<file path="src/rtl/cfg_ctrl_pkg.sv">
// Shared definitions for the memory-bank configuration sequencer:
// FSM state encoding, default geometry and counter-width helper.
package cfg_ctrl_pkg;

    localparam int unsigned STATE_W      = 3;
    localparam int unsigned DEF_NUM_BITS = 56;
    localparam int unsigned DEF_WORD_W   = 8;
    localparam int unsigned DEF_WL_PULSE = 2;

    typedef enum logic [STATE_W-1:0] {
        S_IDLE  = 3'd0,
        S_FETCH = 3'd1,
        S_SETUP = 3'd2,
        S_PULSE = 3'd3,
        S_HOLD  = 3'd4,
        S_DONE  = 3'd5
    } cfg_state_e;

    // Bits needed to count 0..n-1, never less than one bit.
    function automatic int unsigned cnt_w(input int unsigned n);
        return (n < 2) ? 1 : $clog2(n);
    endfunction

endpackage

</file>
<file path="src/rtl/cfg_wl_pulse_timer.sv">
// Down-counter timing the word-line pulse; loaded in SETUP, counted in PULSE.
module cfg_wl_pulse_timer
    import cfg_ctrl_pkg::*;
#(
    parameter int unsigned WL_PULSE = DEF_WL_PULSE
) (
    input  logic i_clk,
    input  logic i_rst,
    input  logic i_load,
    input  logic i_en,
    output logic o_expired_c
);

    localparam int unsigned CNT_W = cnt_w(WL_PULSE + 1);

    logic [CNT_W-1:0] r_cnt;

    // Loaded with WL_PULSE-1 so the last PULSE cycle sees zero.
    always_ff @(posedge i_clk) begin
        if (i_rst) begin
            r_cnt <= '0;
        end else if (i_load) begin
            r_cnt <= CNT_W'(WL_PULSE - 1);
        end else if (i_en && (r_cnt != '0)) begin
            r_cnt <= r_cnt - CNT_W'(1);
        end
    end

    assign o_expired_c = (r_cnt == '0);

endmodule

</file>
<file path="src/rtl/cby_mem_bank_cfg_ctrl.sv">
// Configuration sequencer for one memory-bank connection block: takes bitstream
// words over valid/ready and programs each SRAM bit via its bl/wl pair.
module cby_mem_bank_cfg_ctrl
    import cfg_ctrl_pkg::*;
#(
    parameter int unsigned NUM_BITS = DEF_NUM_BITS,
    parameter int unsigned WORD_W   = DEF_WORD_W,
    parameter int unsigned WL_PULSE = DEF_WL_PULSE
) (
    input  logic                            prog_clk,
    input  logic                            pReset,
    input  logic                            start,
    input  logic                            cfg_valid,
    input  logic [WORD_W-1:0]               cfg_data,
    output logic                            cfg_ready,
    output logic [0:NUM_BITS-1]             bl,
    output logic [0:NUM_BITS-1]             wl,
    output logic                            busy,
    output logic                            done,
    output logic                            err_overflow,
    output logic [$clog2(NUM_BITS+1)-1:0]   bit_idx
);

    localparam int unsigned IDX_W = cnt_w(NUM_BITS + 1);
    localparam int unsigned WB_W  = cnt_w(WORD_W);

    cfg_state_e          r_state;
    cfg_state_e          w_state_nxt;
    logic [WORD_W-1:0]   r_shreg;
    logic [WORD_W-1:0]   w_shreg_nxt;
    logic [WB_W-1:0]     r_wbit;
    logic [WB_W-1:0]     w_wbit_nxt;
    logic [IDX_W-1:0]    r_bit_idx;
    logic [IDX_W-1:0]    w_bit_idx_nxt;
    logic [0:NUM_BITS-1] r_bl;
    logic [0:NUM_BITS-1] w_bl_nxt;
    logic [0:NUM_BITS-1] r_wl;
    logic [0:NUM_BITS-1] w_wl_nxt;
    logic                r_cfg_ready;
    logic                w_cfg_ready_nxt;
    logic                r_busy;
    logic                w_busy_nxt;
    logic                r_done;
    logic                w_done_nxt;
    logic                r_err_overflow;
    logic                w_err_nxt;
    logic                w_timer_load;
    logic                w_timer_en;
    logic                w_expired_c;

    assign w_timer_load = (r_state == S_SETUP);
    assign w_timer_en   = (r_state == S_PULSE);

    cfg_wl_pulse_timer #(
        .WL_PULSE (WL_PULSE)
    ) u_pulse_timer (
        .i_clk       (prog_clk),
        .i_rst       (pReset),
        .i_load      (w_timer_load),
        .i_en        (w_timer_en),
        .o_expired_c (w_expired_c)
    );

    // Next-state and next-output computation; every output is registered.
    always_comb begin
        w_state_nxt   = r_state;
        w_shreg_nxt   = r_shreg;
        w_wbit_nxt    = r_wbit;
        w_bit_idx_nxt = r_bit_idx;
        w_err_nxt     = r_err_overflow;
        w_bl_nxt      = r_bl;
        w_wl_nxt      = '0;

        case (r_state)
            S_IDLE, S_DONE: begin
                if (start) begin
                    w_state_nxt   = S_FETCH;
                    w_wbit_nxt    = '0;
                    w_bit_idx_nxt = '0;
                    w_err_nxt     = 1'b0;
                end else if (cfg_valid) begin
                    w_err_nxt = 1'b1;
                end
            end
            S_FETCH: begin
                if (cfg_valid && r_cfg_ready) begin
                    w_shreg_nxt = cfg_data;
                    w_state_nxt = S_SETUP;
                end
            end
            S_SETUP: begin
                w_state_nxt = S_PULSE;
            end
            S_PULSE: begin
                if (w_expired_c) begin
                    w_state_nxt = S_HOLD;
                end
            end
            S_HOLD: begin
                w_bit_idx_nxt = r_bit_idx + IDX_W'(1);
                w_shreg_nxt   = r_shreg >> 1;
                w_wbit_nxt    = r_wbit + WB_W'(1);
                if (r_bit_idx == IDX_W'(NUM_BITS - 1)) begin
                    w_state_nxt = S_DONE;
                end else if (r_wbit == WB_W'(WORD_W - 1)) begin
                    w_state_nxt = S_FETCH;
                    w_wbit_nxt  = '0;
                end else begin
                    w_state_nxt = S_SETUP;
                end
            end
            default: begin
                w_state_nxt = S_IDLE;
            end
        endcase

        // bl only moves on entry to SETUP (new bit) or when leaving the bit loop.
        if (w_state_nxt == S_SETUP) begin
            for (int unsigned i = 0; i < NUM_BITS; i++) begin
                w_bl_nxt[i] = (IDX_W'(i) == w_bit_idx_nxt) & w_shreg_nxt[0];
            end
        end else if ((w_state_nxt == S_IDLE) || (w_state_nxt == S_FETCH) ||
                     (w_state_nxt == S_DONE)) begin
            w_bl_nxt = '0;
        end

        if (w_state_nxt == S_PULSE) begin
            for (int unsigned i = 0; i < NUM_BITS; i++) begin
                w_wl_nxt[i] = (IDX_W'(i) == r_bit_idx);
            end
        end

        w_cfg_ready_nxt = (w_state_nxt == S_FETCH);
        w_busy_nxt      = (w_state_nxt == S_FETCH) || (w_state_nxt == S_SETUP) ||
                          (w_state_nxt == S_PULSE) || (w_state_nxt == S_HOLD);
        w_done_nxt      = (w_state_nxt == S_DONE);
    end

    // State and output registers.
    always_ff @(posedge prog_clk) begin
        if (pReset) begin
            r_state        <= S_IDLE;
            r_shreg        <= '0;
            r_wbit         <= '0;
            r_bit_idx      <= '0;
            r_bl           <= '0;
            r_wl           <= '0;
            r_cfg_ready    <= 1'b0;
            r_busy         <= 1'b0;
            r_done         <= 1'b0;
            r_err_overflow <= 1'b0;
        end else begin
            r_state        <= w_state_nxt;
            r_shreg        <= w_shreg_nxt;
            r_wbit         <= w_wbit_nxt;
            r_bit_idx      <= w_bit_idx_nxt;
            r_bl           <= w_bl_nxt;
            r_wl           <= w_wl_nxt;
            r_cfg_ready    <= w_cfg_ready_nxt;
            r_busy         <= w_busy_nxt;
            r_done         <= w_done_nxt;
            r_err_overflow <= w_err_nxt;
        end
    end

    assign cfg_ready    = r_cfg_ready;
    assign bl           = r_bl;
    assign wl           = r_wl;
    assign busy         = r_busy;
    assign done         = r_done;
    assign err_overflow = r_err_overflow;
    assign bit_idx      = r_bit_idx;

endmodule

</file>
<file path="config.mk">
export PLATFORM = sky130hd
export DESIGN_NAME = cby_mem_bank_cfg_ctrl
export DESIGN_NICKNAME = d
export VERILOG_FILES = /design/src/rtl/cfg_ctrl_pkg.sv /design/src/rtl/cfg_wl_pulse_timer.sv /design/src/rtl/cby_mem_bank_cfg_ctrl.sv
export SDC_FILE = /design/constraint.sdc
export NUM_CORES = 1
export LEC_CHECK = 0
export CAP_MARGIN = 30
export CELL_PAD_IN_SITES_DETAIL_PLACEMENT = 1
export CELL_PAD_IN_SITES_GLOBAL_PLACEMENT = 2
export CORE_MARGIN = 2
export CORE_UTILIZATION = 27
export DETAILED_ROUTE_END_ITERATION = 8
export GPL_TIMING_DRIVEN = 0
export PLACE_DENSITY_LB_ADDON = 0.15
export RECOVER_POWER = 50
export SLEW_MARGIN = 5
export SYNTH_ARGS = -nofsm -noshare
export SYNTH_HDL_FRONTEND = slang
export SYNTH_SLANG_ARGS = --single-unit
</file>
<file path="constraint.sdc">
create_clock -name prog_clk -period 2.2 [get_ports prog_clk]
set_input_delay 0.44 -clock prog_clk [delete_from_list [all_inputs] [get_ports prog_clk]]
set_output_delay 0.44 -clock prog_clk [all_outputs]
set_load 0.02 [all_outputs]
</file>
==> flow_metrics.env <==
export IMPL_fmax_mhz=466
export IMPL_fin_setup_tns_ns=0
export IMPL_synth_simple_area_share_pct=19.4
export IMPL_pre_cts_slack_ns=-0.789
export IMPL_p_per_area_mw_per_mm2=698
export IMPL_floorplan_die_width_um=145
export IMPL_dr_total_vias=5013
export IMPL_synth_compound_gate_area_share_pct=23.6
export IMPL_critPathCaptureType="register"
export IMPL_number_of_antenna_violations_at_the_first_check_in_global_routing=0
export IMPL_detailedRoute_firstPassIterationCount=4
export IMPL_total_leakage_power_nw=2.95
export IMPL_rows=51
export IMPL_syn_num_nets=567
export IMPL_routed_via_density=4.99
export IMPL_cts_hold_buf=0
export IMPL_period_minus_slack_ns=2.14
export IMPL_die_footprint_mm2=0.0211
export IMPL_yosys_cell_types_count=76
export IMPL_synth_adder_area_share_pct=1.63
export IMPL_timing_critical_path_from_type="register"
export IMPL_clock_path_buffers=2
export IMPL_syn_avg_cell_area_um2=9.83
export IMPL_timing_slew_headroom_pct=56.5
export IMPL_required_ns=2.52
export IMPL_initial_core_utilization_pct=27.6
export IMPL_grt_use_total_pct=18.6
export IMPL_worst_slew_pin_transition_ns=0.652
export IMPL_clock_root_buffer="sky130_fd_sc_hd__clkbuf_16"
export IMPL_yosys_mux_area_fraction_pct=0.186
export IMPL_setup_violations_final=0
export IMPL_grt_most_used_layer="met2"
export IMPL_cts_inserted_buffers=17
export IMPL_grtUsageMet3_pct=3.71
export IMPL_use_met1_pct=23.1
export IMPL_worst_endpoint_arrival_ns=2.46
export IMPL_run_status="completed"
export IMPL_numPortBuffers=132
export IMPL_synth_cells=548
export IMPL_synth_xor_area_share_pct=0.163
export IMPL_grt_use_met2_pct=32.1
export IMPL_dominant_combinational_cell_family_by_area_after_synthesis="compound AO/OA/AOI/OAI gates"
export IMPL_clkLatencyLatePin_ns=0.42
export IMPL_ys_async_rst_share_pct=0
export IMPL_cell_area_after_technology_mapping_mm2=0.00539
export IMPL_final_max_slew_viol_count=0
export IMPL_finClkSkew_ns=0.00830
export IMPL_dp_hpwl_mm=14.2
export IMPL_clock_sinks=138
export IMPL_crit_type="reg -> reg"
export IMPL_drive_gt1_share_pct=24.2
export IMPL_wl_per_cell_um=19.5
export IMPL_totalWireLength_mm=19.6
export IMPL_cpMaxStageDelayCell="sky130_fd_sc_hd__or3b_4"
export IMPL_flow_area_growth_from_synthesis_pct=56.1
export IMPL_register_bit_count_reported_by_yosys=138
export IMPL_clock_slew_seen_by_the_registers_of_the_worst_setup_and_hold_paths_ns=0.06
export IMPL_min_period_over_period_pct=97.5
export IMPL_setup_repair_after_global_routing_missed_its_margin="yes"
export IMPL_grt_ovfl_total=0
export IMPL_synth_yosys_warnings=0
export IMPL_most_frequent_standard_cell_in_the_layout_excluding_fill_and_tap_cells="sky130_fd_sc_hd__dfxtp_1"
export IMPL_worst_path_buf_inv=5
export IMPL_final_nets=746
export IMPL_number_of_hold_violations_in_the_final_report=0
export IMPL_synth_flop_cell="sky130_fd_sc_hd__dfxtp_1"
export IMPL_diodes=0
export IMPL_ys_seq_area_share_pct=51.3
export IMPL_timing_critical_path_slowest_cell_delay_ns=0.42
export IMPL_final_critical_path_setup_slack_ns=0.0551
export IMPL_drtIter0Drc=167
export IMPL_ioPinCount=134
export IMPL_htree_num_levels=4
export IMPL_grt_start_max_net_pins=17
export IMPL_cts_tree="done"
export IMPL_path_max_fanout=10
export IMPL_place_congestion=0.817
export IMPL_number_of_synthesized_flops_with_an_enable_pin=0
export IMPL_drv_cap=0
export IMPL_grt_first_pass_wirelength_mm=30.7
export IMPL_vdd_ir_drop_worst_mv=0.509
export IMPL_most_common_layout_cells="133 x sky130_fd_sc_hd__dfxtp_1, 130 x sky130_fd_sc_hd__clkdlybuf4s50_1, 69 x sky130_fd_sc_hd__nor2_1"
export IMPL_drt_antenna_net_count=0
export IMPL_total_power_w=0.00587
export IMPL_core_area_mm2=0.0195
export IMPL_hold_path_class="in -> reg"
export IMPL_worst_path_dominant_cell_family="buffers and inverters"
export IMPL_vias_in_the_first_global_route=5409
export IMPL_die_h_um=145
export IMPL_crit_path_cell_chain="buf_6 > or3b_4 > buf_8 > buf_6 > o21ai_4 > o32ai_4 > buf_4 > buf_4 > a32o_1"
export IMPL_detail_route_drc_violations=0
[flip-flops by register name (all words and copies together) (netlist names)]
name / cells
err_overflow: 1
r_wbit: 3
busy: 1
bit_idx: 6
wl: 56
r_state: 3
bl: 56
r_shreg: 8
cfg_ready: 1
done: 1
u_pulse_timer.r_cnt: 2
[layout make-up]
type                            count  area (um^2)
Buffer                             33          226
Tap cell                          265          332
Inverter                           10         42.5
Sequential cell                   138         2770
Fill cell                        2181        11100
Timing Repair Buffer              162         1570
Clock inverter                     14          185
Multi-Input combinational cell    365         2860
Clock buffer                       18          429
[path summary, 6_finish.rpt]
| kind | endpoint | cells after the start | start | slack, ns |
|---|---|---|---|---|
| worst max-delay path | bl[40] | 9 | r_state[1] | 0.06 |
| worst min-delay path | err_overflow | 3 | cfg_valid | 0.42 |
| worst max register to register | bl[40] | 9 | r_state[1] | 0.06 |
| worst min register to register | r_shreg[6] | 2 | r_shreg[6] | 0.45 |
[logic make-up after synthesis]
| family | count (synthesis) |
|---|---|
| and+or+nand+nor | 208 |
| DFF | 138 |
| xor gates and xnor gates | 1 |
| buffers and inverters | 45 |
| adders and majority gates | 7 |
| AOI/OAI and AO/OA | 148 |
| muxes | 1 |
[per-layer routing]
| layer | vias to the layer above | wire [um] |
|---|---|---|
| met5 | - | 0 |
| met4 | 0 | 242 |
| met3 | 16 | 849 |
| met2 | 131 | 9900 |
| met1 | 2495 | 8600 |
| li1 | 2371 | - |
[cells in the mapped netlist (3+ instances only)]
cell	number	area share, %
sky130_fd_sc_hd__a211oi_1	7	0.98
sky130_fd_sc_hd__a211oi_2	3	0.70
sky130_fd_sc_hd__a21oi_1	20	1.9
sky130_fd_sc_hd__a22o_1	18	2.9
sky130_fd_sc_hd__a22oi_1	11	1.5
sky130_fd_sc_hd__a32o_1	25	4.6
sky130_fd_sc_hd__and2_1	4	0.46
sky130_fd_sc_hd__and2b_1	3	0.42
sky130_fd_sc_hd__and3_1	5	0.58
sky130_fd_sc_hd__buf_2	13	1.2
sky130_fd_sc_hd__clkbuf_1	19	1.3
sky130_fd_sc_hd__dfxtp_1	138	51
sky130_fd_sc_hd__ha_1	7	1.6
sky130_fd_sc_hd__inv_1	9	0.63
sky130_fd_sc_hd__nand2_1	44	3.1
sky130_fd_sc_hd__nand2b_1	8	0.93
sky130_fd_sc_hd__nand3_1	17	1.6
sky130_fd_sc_hd__nor2_1	76	5.3
sky130_fd_sc_hd__nor2b_1	8	0.93
sky130_fd_sc_hd__nor3_1	9	0.84
sky130_fd_sc_hd__nor3b_1	3	0.42
sky130_fd_sc_hd__nor4_1	5	0.58
sky130_fd_sc_hd__o211a_1	4	0.74
sky130_fd_sc_hd__o211ai_1	7	0.98
sky130_fd_sc_hd__o21a_1	3	0.42
sky130_fd_sc_hd__o21ai_0	6	0.56
sky130_fd_sc_hd__o31ai_1	13	1.8
sky130_fd_sc_hd__or3_1	3	0.35
[report_power, final]
| part | internal, W | total, W | switching (W) |
|---|---|---|---|
| sequential | 0.00251 | 0.00253 | 0.0000139 |
| clock | 0.00181 | 0.00301 | 0.00120 |
| combinational | 0.000128 | 0.000327 | 0.000198 |
[worst register-to-register path: stages (launching register included)]
cell and delay [ns]:
sky130_fd_sc_hd__dfxtp_2 0.33, sky130_fd_sc_hd__buf_6 0.14, sky130_fd_sc_hd__or3b_4 0.42, sky130_fd_sc_hd__buf_8 0.17
sky130_fd_sc_hd__buf_6 0.17, sky130_fd_sc_hd__o21ai_4 0.17, sky130_fd_sc_hd__o32ai_4 0.15, sky130_fd_sc_hd__buf_4 0.18
sky130_fd_sc_hd__buf_4 0.12, sky130_fd_sc_hd__a32o_1 0.20
[timing repair]
item                                    CTS  global route
gates resized for setup                  82            61
pin swaps                                18            16
endpoints found under the setup margin  108            90
buffers inserted                         22             8
[through the flow]
stage	instances	utilization (%)	area, um^2	hold WS [ns]
floorplan	548	-	5390	0.437
global placement	945	36.1	7040	0.444
detailed placement	945	36.1	7040	0.445
CTS	997	41.6	8120	0.457
global route	1005	43.1	8410	0.431
finish	1005	43.1	8410	0.415
No activity file was read; power rests on OpenSTA's default activity.
